File: config.mk
export PLATFORM = sky130hd
export DESIGN_NAME = cs_microsequencer
export DESIGN_NICKNAME = d
export VERILOG_FILES = /design/src/rtl/cs_microsequencer.sv
export SDC_FILE = /design/constraint.sdc
export NUM_CORES = 1
export LEC_CHECK = 0
export ABC_AREA = 1
export ABC_CLOCK_PERIOD_IN_PS = 3640
export BUFFER_PORTS_ARGS = -buffer_cell sky130_fd_sc_hd__buf_2
export CORE_MARGIN = 2
export CORE_UTILIZATION = 25
export CTS_BUF_LIST = sky130_fd_sc_hd__clkbuf_4 sky130_fd_sc_hd__clkbuf_8 sky130_fd_sc_hd__clkbuf_16
export DETAILED_ROUTE_END_ITERATION = 10
export RECOVER_POWER = 25
export SLEW_MARGIN = 5
export SYNTH_ARGS = -nofsm -noshare
export SYNTH_HDL_FRONTEND = slang
export SYNTH_SLANG_ARGS = --single-unit
File: constraint.sdc
create_clock -name CS_MSEQ_CLOCK_50 -period 3.64 [get_ports CS_MSEQ_CLOCK_50]
set_input_delay 0 -clock CS_MSEQ_CLOCK_50 [delete_from_list [all_inputs] [get_ports CS_MSEQ_CLOCK_50]]
set_output_delay 0 -clock CS_MSEQ_CLOCK_50 [all_outputs]
set_load 0.02 [all_outputs]
File: src/rtl/cs_microsequencer.sv
// rtl/cs_microsequencer.sv - microaddress sequencer driving the CSAI jump/ack inputs
// Owns uPC, the return stack, the WAIT timeout counter and sticky fault flags.
module cs_microsequencer #(
  parameter int CSAI_LENGTH_ADDR = 11,
  parameter int STACK_DEPTH      = 4,
  parameter int COND_WIDTH       = 8,
  parameter int WAIT_TIMEOUT     = 16,
  parameter logic [CSAI_LENGTH_ADDR-1:0] RESET_VECTOR = 11'h000,
  parameter logic [CSAI_LENGTH_ADDR-1:0] TRAP_ADDR    = 11'h7F0,
  localparam int SEL_W = $clog2(COND_WIDTH),
  localparam int SP_W  = $clog2(STACK_DEPTH + 1)
) (
  input  logic                        CS_MSEQ_CLOCK_50,
  input  logic                        CS_MSEQ_RESET,
  input  logic [2:0]                  CS_MSEQ_OP,
  input  logic [CSAI_LENGTH_ADDR-1:0] CS_MSEQ_FIELD_ADDR,
  input  logic [SEL_W-1:0]            CS_MSEQ_COND_SEL,
  input  logic [COND_WIDTH-1:0]       CS_MSEQ_CONDITIONS,
  input  logic [CSAI_LENGTH_ADDR-1:0] CS_MSEQ_DISPATCH_ADDR,
  input  logic [CSAI_LENGTH_ADDR-1:0] CS_MSEQ_CSAI_ADDR,
  input  logic                        CS_MSEQ_STALL,
  output logic [CSAI_LENGTH_ADDR-1:0] CS_MSEQ_data_OutBUS,
  output logic [CSAI_LENGTH_ADDR-1:0] CS_MSEQ_JUMP_ADDR,
  output logic                        CS_MSEQ_ACK,
  output logic [SP_W-1:0]             CS_MSEQ_SP,
  output logic [2:0]                  CS_MSEQ_ERROR
);

  localparam int IDX_W = (STACK_DEPTH > 1) ? $clog2(STACK_DEPTH) : 1;
  localparam int CNT_W = $clog2(WAIT_TIMEOUT + 1);

  localparam logic [2:0] OP_NEXT = 3'd0;
  localparam logic [2:0] OP_JUMP = 3'd1;
  localparam logic [2:0] OP_BRT  = 3'd2;
  localparam logic [2:0] OP_BRF  = 3'd3;
  localparam logic [2:0] OP_CALL = 3'd4;
  localparam logic [2:0] OP_RET  = 3'd5;
  localparam logic [2:0] OP_WAIT = 3'd6;

  typedef enum logic [1:0] {S_INIT, S_RUN, S_WAIT} state_t;

  state_t                      state, state_n;
  logic [CSAI_LENGTH_ADDR-1:0] upc, jump;
  logic [CSAI_LENGTH_ADDR-1:0] stack_mem [STACK_DEPTH];
  logic [SP_W-1:0]             sp, sp_dec;
  logic [IDX_W-1:0]            push_idx, top_idx;
  logic [CNT_W-1:0]            cnt, cnt_n;
  logic [2:0]                  err, err_set;
  logic                        ack, push, pop, cond, full, empty, wait_expired;

  assign cond         = CS_MSEQ_CONDITIONS[CS_MSEQ_COND_SEL];
  assign sp_dec       = sp - SP_W'(1);
  assign push_idx     = sp[IDX_W-1:0];
  assign top_idx      = sp_dec[IDX_W-1:0];
  assign full         = (sp == SP_W'(STACK_DEPTH));
  assign empty        = (sp == '0);
  assign wait_expired = (cnt == CNT_W'(WAIT_TIMEOUT - 1));

  // jump defaults to the CSAI output so that a plain advance keeps CSAI == uPC+1
  always_comb begin
    state_n = state;
    cnt_n   = cnt;
    jump    = CS_MSEQ_CSAI_ADDR;
    ack     = 1'b0;
    push    = 1'b0;
    pop     = 1'b0;
    err_set = 3'b000;
    case (state)
      S_INIT: begin
        ack     = 1'b1;
        jump    = RESET_VECTOR;
        cnt_n   = '0;
        state_n = S_RUN;
      end
      S_RUN: begin
        if (!CS_MSEQ_STALL) begin
          ack = 1'b1;
          case (CS_MSEQ_OP)
            OP_NEXT: jump = CS_MSEQ_CSAI_ADDR;
            OP_JUMP: jump = CS_MSEQ_FIELD_ADDR;
            OP_BRT:  if (cond)  jump = CS_MSEQ_FIELD_ADDR;
            OP_BRF:  if (!cond) jump = CS_MSEQ_FIELD_ADDR;
            OP_CALL: begin
              if (full) begin
                jump       = TRAP_ADDR;
                err_set[0] = 1'b1;
              end else begin
                jump = CS_MSEQ_FIELD_ADDR;
                push = 1'b1;
              end
            end
            OP_RET: begin
              if (empty) begin
                jump       = TRAP_ADDR;
                err_set[1] = 1'b1;
              end else begin
                jump = stack_mem[top_idx];
                pop  = 1'b1;
              end
            end
            OP_WAIT: begin
              if (!cond) begin
                if (WAIT_TIMEOUT <= 1) begin
                  jump       = TRAP_ADDR;
                  err_set[2] = 1'b1;
                end else begin
                  ack     = 1'b0;
                  cnt_n   = CNT_W'(1);
                  state_n = S_WAIT;
                end
              end
            end
            default: jump = CS_MSEQ_DISPATCH_ADDR;
          endcase
        end
      end
      S_WAIT: begin
        if (!CS_MSEQ_STALL) begin
          if (cond) begin
            ack     = 1'b1;
            cnt_n   = '0;
            state_n = S_RUN;
          end else if (wait_expired) begin
            ack        = 1'b1;
            jump       = TRAP_ADDR;
            err_set[2] = 1'b1;
            cnt_n      = '0;
            state_n    = S_RUN;
          end else begin
            cnt_n = cnt + CNT_W'(1);
          end
        end
      end
      default: state_n = S_INIT;
    endcase
    if (!CS_MSEQ_RESET) ack = 1'b0;
  end

  always_ff @(posedge CS_MSEQ_CLOCK_50) begin
    if (!CS_MSEQ_RESET) state <= S_INIT;
    else                state <= state_n;
  end

  always_ff @(posedge CS_MSEQ_CLOCK_50) begin
    if (!CS_MSEQ_RESET) begin
      upc <= RESET_VECTOR;
      sp  <= '0;
      cnt <= '0;
      err <= 3'b000;
    end else begin
      cnt <= cnt_n;
      err <= err | err_set;
      if (ack)       upc <= jump;
      if (push)      sp  <= sp + SP_W'(1);
      else if (pop)  sp  <= sp_dec;
    end
  end

  // Popped entries are left in place; only slots below sp are meaningful.
  always_ff @(posedge CS_MSEQ_CLOCK_50) begin
    if (CS_MSEQ_RESET && push) stack_mem[push_idx] <= CS_MSEQ_CSAI_ADDR;
  end

  assign CS_MSEQ_data_OutBUS = upc;
  assign CS_MSEQ_JUMP_ADDR   = jump;
  assign CS_MSEQ_ACK         = ack;
  assign CS_MSEQ_SP          = sp;
  assign CS_MSEQ_ERROR       = err;

endmodule

---- Word level (Yosys, flattened, before mapping) ----
Memory sizes are Yosys's and may differ from the RTL's.
Index checks and enable logic that the tools add are counted.
storage, ports and cells
  logic and storage cells ................. 90
  register bits after elaboration ......... 24
  bits in writable memories ............... 44
  memories ................................ 1
  output and inout bits ................... 29
operators by class
  muxes and demuxes ....................... 55
  equal/unequal tests ..................... 15
  bitwise gates (word level) .............. 1
  $lt $le $gt $ge ......................... 1
  add/sub/neg operators ................... 3
  reductions and logical operators ........ 9
memories
  memory     words  bits a word  read ports  clocked after memory_dff  wr ports  RTL line  text
  stack_mem  4      11           1           0                         1         44        logic [CSAI_LENGTH_ADDR-1:0] stack_mem [STACK_DEPTH];
operators with widths
  cell                                                count
  2-to-1 mux 11 bit                                   8
  case mux 11 bit (6 select lines)                    1
  case mux 11 bit (3 select lines)                    1
  2-to-1 mux 5 bit                                    6
  2-to-1 mux 1 bit                                    25
  2-to-1 mux 2 bit                                    8
  case mux 5 bit (3 select lines)                     1
  == test 3 bit, second input constant                4
  AND reduction 5 bit                                 2
  == test 3 x 2 -> 1 bit, second input constant       2
  zero test 3 bit                                     2
  2-to-1 mux 3 bit                                    2
  != test 2 bit, second input constant                3
  case mux 2 bit (3 select lines)                     1
  adder 5 x 1 -> 5 bit, second input constant         1
  == test 5 x 4 -> 1 bit, second input constant       1
  < comparator 3 x 4 -> 1 bit, second input constant  1
  adder 3 x 1 -> 3 bit, second input constant         1
  binary-select mux 1 bit (select 3 bit)              1
  == test 3 x 1 -> 1 bit, second input constant       1
  != test 3 bit, second input constant                1
  OR 3 bit                                            1
  case mux 1 bit (3 select lines)                     1
  nonzero test 3 bit                                  1
  other kinds (8)                                     8

---- Longest topological paths before layout ----
  word-level depth ........................ 8
  gate-level depth with buffers ........... 18
  gate-level depth less buffers ........... 17

---- Least setup slack after synthesis ----
Ideal clock, no wire load.
  path type ............................... reg-to-reg
  start ................................... register sp[0], in the netlist CS_MSEQ_SP[0]
  end ..................................... memory stack_mem[1][0] (enable)
  cell stages (with the launch flop) ...... 11
  slack ................................... 844 ps
  clock period less this slack ............ 2796 ps
  arrival ................................. 2418 ps
  library setup time ...................... 378 ps
  path through ............................ dfxtp_1 > inv_1 > clkbuf_1 > ha_1 > nand2_1 > inv_1 > nor2_1 > inv_1 > nor3_1 > nand2_1 > nor2_1
on the way
  longest elaborated chain between the ends .. 8
ends and longest elaborated chain
  element                                 RTL line  text
  start, declared                         45        logic [SP_W-1:0] sp, sp_dec;
  start signal, assigned                  154       if (push) sp <= sp + SP_W'(1);
  start signal, assigned                  155       else if (pop) sp <= sp_dec;
  == test 3 bit                           55        assign full = (sp == SP_W'(STACK_DEPTH));
  2-to-1 mux 1 bit                        84        if (full) begin
  2-to-1 mux 1 bit                        78        case (CS_MSEQ_OP)
  2-to-1 mux 1 bit                        76        if (!CS_MSEQ_STALL) begin
  2-to-1 mux 1 bit                        68        case (state)
  logical AND 1 bit                       161       if (CS_MSEQ_RESET && push) stack_mem[push_idx] <= CS_MSEQ_CSAI_ADDR;
  2-to-1 mux 1 bit                        161
  2-to-1 mux 1 bit (implied by the code)  161
  end, declared                           44
Parallel ways exist; a longest one is shown, timed or not.

---- Final worst setup path ----
  start ................................... register sp[1], in the netlist CS_MSEQ_SP[1]
  end ..................................... memory stack_mem[3][0] (enable)
Same word-level chain as after synthesis.

==> reports/qor.csv <==
stage,metric,value,unit
status,status,"complete, no violations",
floorplanning,die_w,133.6,µm
clock_network,clock-root-buffer,clkbuf_16,
sta,max_freq,354.9,MHz
sta,clock-skew-final,0.006837,ns
route,via_per_inst,4.636,
floorplanning,die_y,133.6,µm
power,p_comb_share,34.7,%
synthesis,synth_edf_count,44,
worst_setup_path,cp_slowest_stage_delay,0.76,ns
route,dr.first_iter.drc_count,300,
synthesis,ys_ff_latch,68,
global_routing,antenna_found_initial,0,
synthesis,synth.area.top_cells,"edfxtp_1 (31%), nand2_1 (14%), dfxtp_1 (11%)",
final_layout,area_growth,23.82,%
power,p_switching,1.042,mW
sta,fin_setup_tns,0,ns
sta,rsz0062_at_grt,no,
worst_setup_path,cp-start-kind,flip-flop,
synthesis,synthArstFlopShare,0,%
clock_network,cts_tree,done,
route,drc_errors,0,
final_layout,fillerInstances,1805,
final_layout,antenna_cells,0,
clock_network,cts_made_buffers,9,
place,io_buffers,78,
worst_setup_path,cp_max_fo,11,
global_routing,grt_max_degree,28,
synthesis,avgSynthCellArea,7.194,µm²
floorplanning,pin_count,79,
final_layout,final_core_util,31.48,%
power,p_sw_share,37.47,%
global_routing,grt_usage,14.55,%
synthesis,synth_ff_type,edfxtp_1,
clock_network,clk_latency,0.34,ns
route,dr.pass1.iters,5,
worst_setup_path,crit_arrival,2.78,ns
synthesis,synth.top_cell.area_share,31.45,%
power,internal-power,1.739,mW
worst_setup_path,crit_chain,"inv_1, ha_1, nand2_1, inv_1, nor2_1, inv_1, nor3_1, nand2_1, nor2_1",
final_layout,fin_cells,893,
sta,setup_viol,0,
place,hpwl,9430,µm
sta,slew_headroom,35.71,%
clock_network,htreeDepth,3,
clock_network,clock-sinks,68,
clock_network,cts_hold_buf,11,
power,power_density,534.6,nW/µm²
clock_network,path_clk_slew,0.06,ns
floorplanning,rows,47,
worst_setup_path,critPathKind,flip-flop to flip-flop,
worst_setup_path,endpoint_kind,flip-flop,
sta,worst_pin_slew,0.9608,ns
place,dp_cells,866,
route,totalWireLength,12720,µm
synthesis,seq_area_frac_synth,42.88,%
floorplanning,initial_utilization,25.43,%
global_routing,grt_pass1_wl,20230,µm
synthesis,synth_warnings,0,
job,maxCapViolCount,0,
floorplanning,fp.coreArea,16520,µm²
clock_network,cts_setup_buffers,0,
final_layout,nNetsFinal,729,
global_routing,grt_overflow_total,0,
synthesis,synth.largest_area_cell,edfxtp_1,
route,vias,4140,
sta,hold_viol_final,0,
worst_setup_path,slowest_stage,nor2_1,
power,p_leak,2.417,nW
final_layout,drive_gt1_share,15.16,%
power,power_frac_seq,33.6,%
synthesis,synth_cell_types,29,
sta,period_minus_slack,2.818,ns
synthesis,syn_inst,584,
worst_setup_path,required,3.60,ns
min_path,hp-class,input port to flip-flop,
global_routing,grt_pass1_vias,3985,
power,finalPower,2.781,mW
worst_setup_path,cpMostUsedCell,inv_1,
synthesis,netlist_area,4202,µm²
sta,slew_violations,0,
floorplanning,die_area,17860,µm²
place,place.gp.congestion,0.8333,
synthesis,synth_fp_nets,645,
clock_network,clk_path_buf_depth,2,
clock_network,cts_resized,0,
sta,period_share,77.41,%
power,p_clk_share,31.7,%
route,ant_nets,0,
route,post_drt_wl_per_cell,14.24,µm
power,peakVddDrop,0.0001776,V
==> critical path, delay by kind of cell (launching register included) <==
| family | cells | cell delay [ns] |
|---|---|---|
| adder cells (fa/ha/maj) | 1 | 0.20 |
| AND/OR/NAND/NOR | 5 | 1.52 |
| buffers and inverters | 3 | 0.34 |
| flip-flops | 1 | 0.37 |
==> cell families after synthesis <==
family          count (synthesis)  share of synthesized area, %
compound gates                 96                         12.92
fa+ha+maj                      11                         3.276
simple gates                  306                         31.30
buf+inv                       103                         9.619
flops                          68                         42.88
==> power groups by stage <==
stage	sequential [mW]	clock, mW	combinational [mW]
2_1_floorplan	1.01	0	0.603
3_3_place_gp	0.946	0	0.950
3_5_place_dp	0.949	0	0.951
4_1_cts	0.933	0.894	0.970
5_1_grt	0.941	0.927	1.08
6_report	0.933	0.882	0.966
==> state kept, by name, summed over array words and instances (netlist names) <==
name                 cells
state                    2
cnt                      5
CS_MSEQ_ERROR            3
stack_mem               44
CS_MSEQ_SP               3
CS_MSEQ_data_OutBUS     11
==> synthesized netlist by cell type, types with 10 or more instances <==
master	instances
nand2_1	162
inv_1	78
nand3_1	68
nor2_1	51
edfxtp_1	44
a21oi_1	35
o21ai_0	33
dfxtp_1	24
clkbuf_1	12
ha_1	11
o211ai_1	11
a22oi_1	10
==> metrics by stage <==
step / area (µm²) / hold WS (ns) / setup slack (ns)
2_1_floorplan: 4202 / 0.09887 / 0.8441
3_3_place_gp: 4808 / 0.2659 / 0.9678
3_5_place_dp: 4808 / 0.2640 / 0.8540
4_1_cts: 5215 / 0.09530 / 0.8386
5_1_grt: 5202 / 0.1172 / 0.5224
6_report: 5202 / 0.1008 / 0.8223
==> area by class of cell <==
| type | count | area, µm² | share of cell area (%) |
|---|---|---|---|
| clock buffer | 10 | 232.7 | 4.473 |
| clock inverter | 6 | 63.81 | 1.227 |
| inverter | 82 | 307.8 | 5.916 |
| multi-input combinational | 413 | 1996 | 38.36 |
| sequential | 68 | 1802 | 34.63 |
| tap | 220 | 275.3 | 5.291 |
| timing repair buffer | 94 | 525.5 | 10.10 |
==> final timing paths <==
kind	start	endpoint	slack [ns]	cells past startpoint
hold reg to reg	cnt[4]	cnt[4]	0.44	2
hold / removal	CS_MSEQ_RESET	cnt[4]	0.10	3
setup reg to reg	CS_MSEQ_SP[1]	stack_mem[3][0]	0.82	9
setup / recovery	CS_MSEQ_SP[1]	stack_mem[3][0]	0.82	9
==> placed cells by master (no fill, tap or decap), drive strengths merged <==
cell type / n
ha: 11
clkbuf: 20
o22ai: 4
a21oi: 35
nand2: 164
bufinv: 1
buf: 73
dfxtp: 24
nand3b: 1
nor3b: 2
nor3: 2
a31oi: 2
or2: 5
nand4: 9
edfxtp: 44
a211oi: 1
nor2: 53
clkinvlp: 2
o211ai: 11
o21ai: 33
clkinv: 4
a22oi: 10
nand3: 70
dlygate4sd3: 11
inv: 81
==> layer usage <==
| metal | up-vias | wire length (µm) | global-route usage (%) |
|---|---|---|---|
| met5 | - | 0 | 0 |
| met4 | 0 | 263 | 5.437 |
| met3 | 16 | 648 | 3.691 |
| met2 | 118 | 6004 | 24.40 |
| met1 | 1909 | 5801 | 18.06 |
| li1 | 2097 | - | - |
Power figures use the tool's default switching activity.
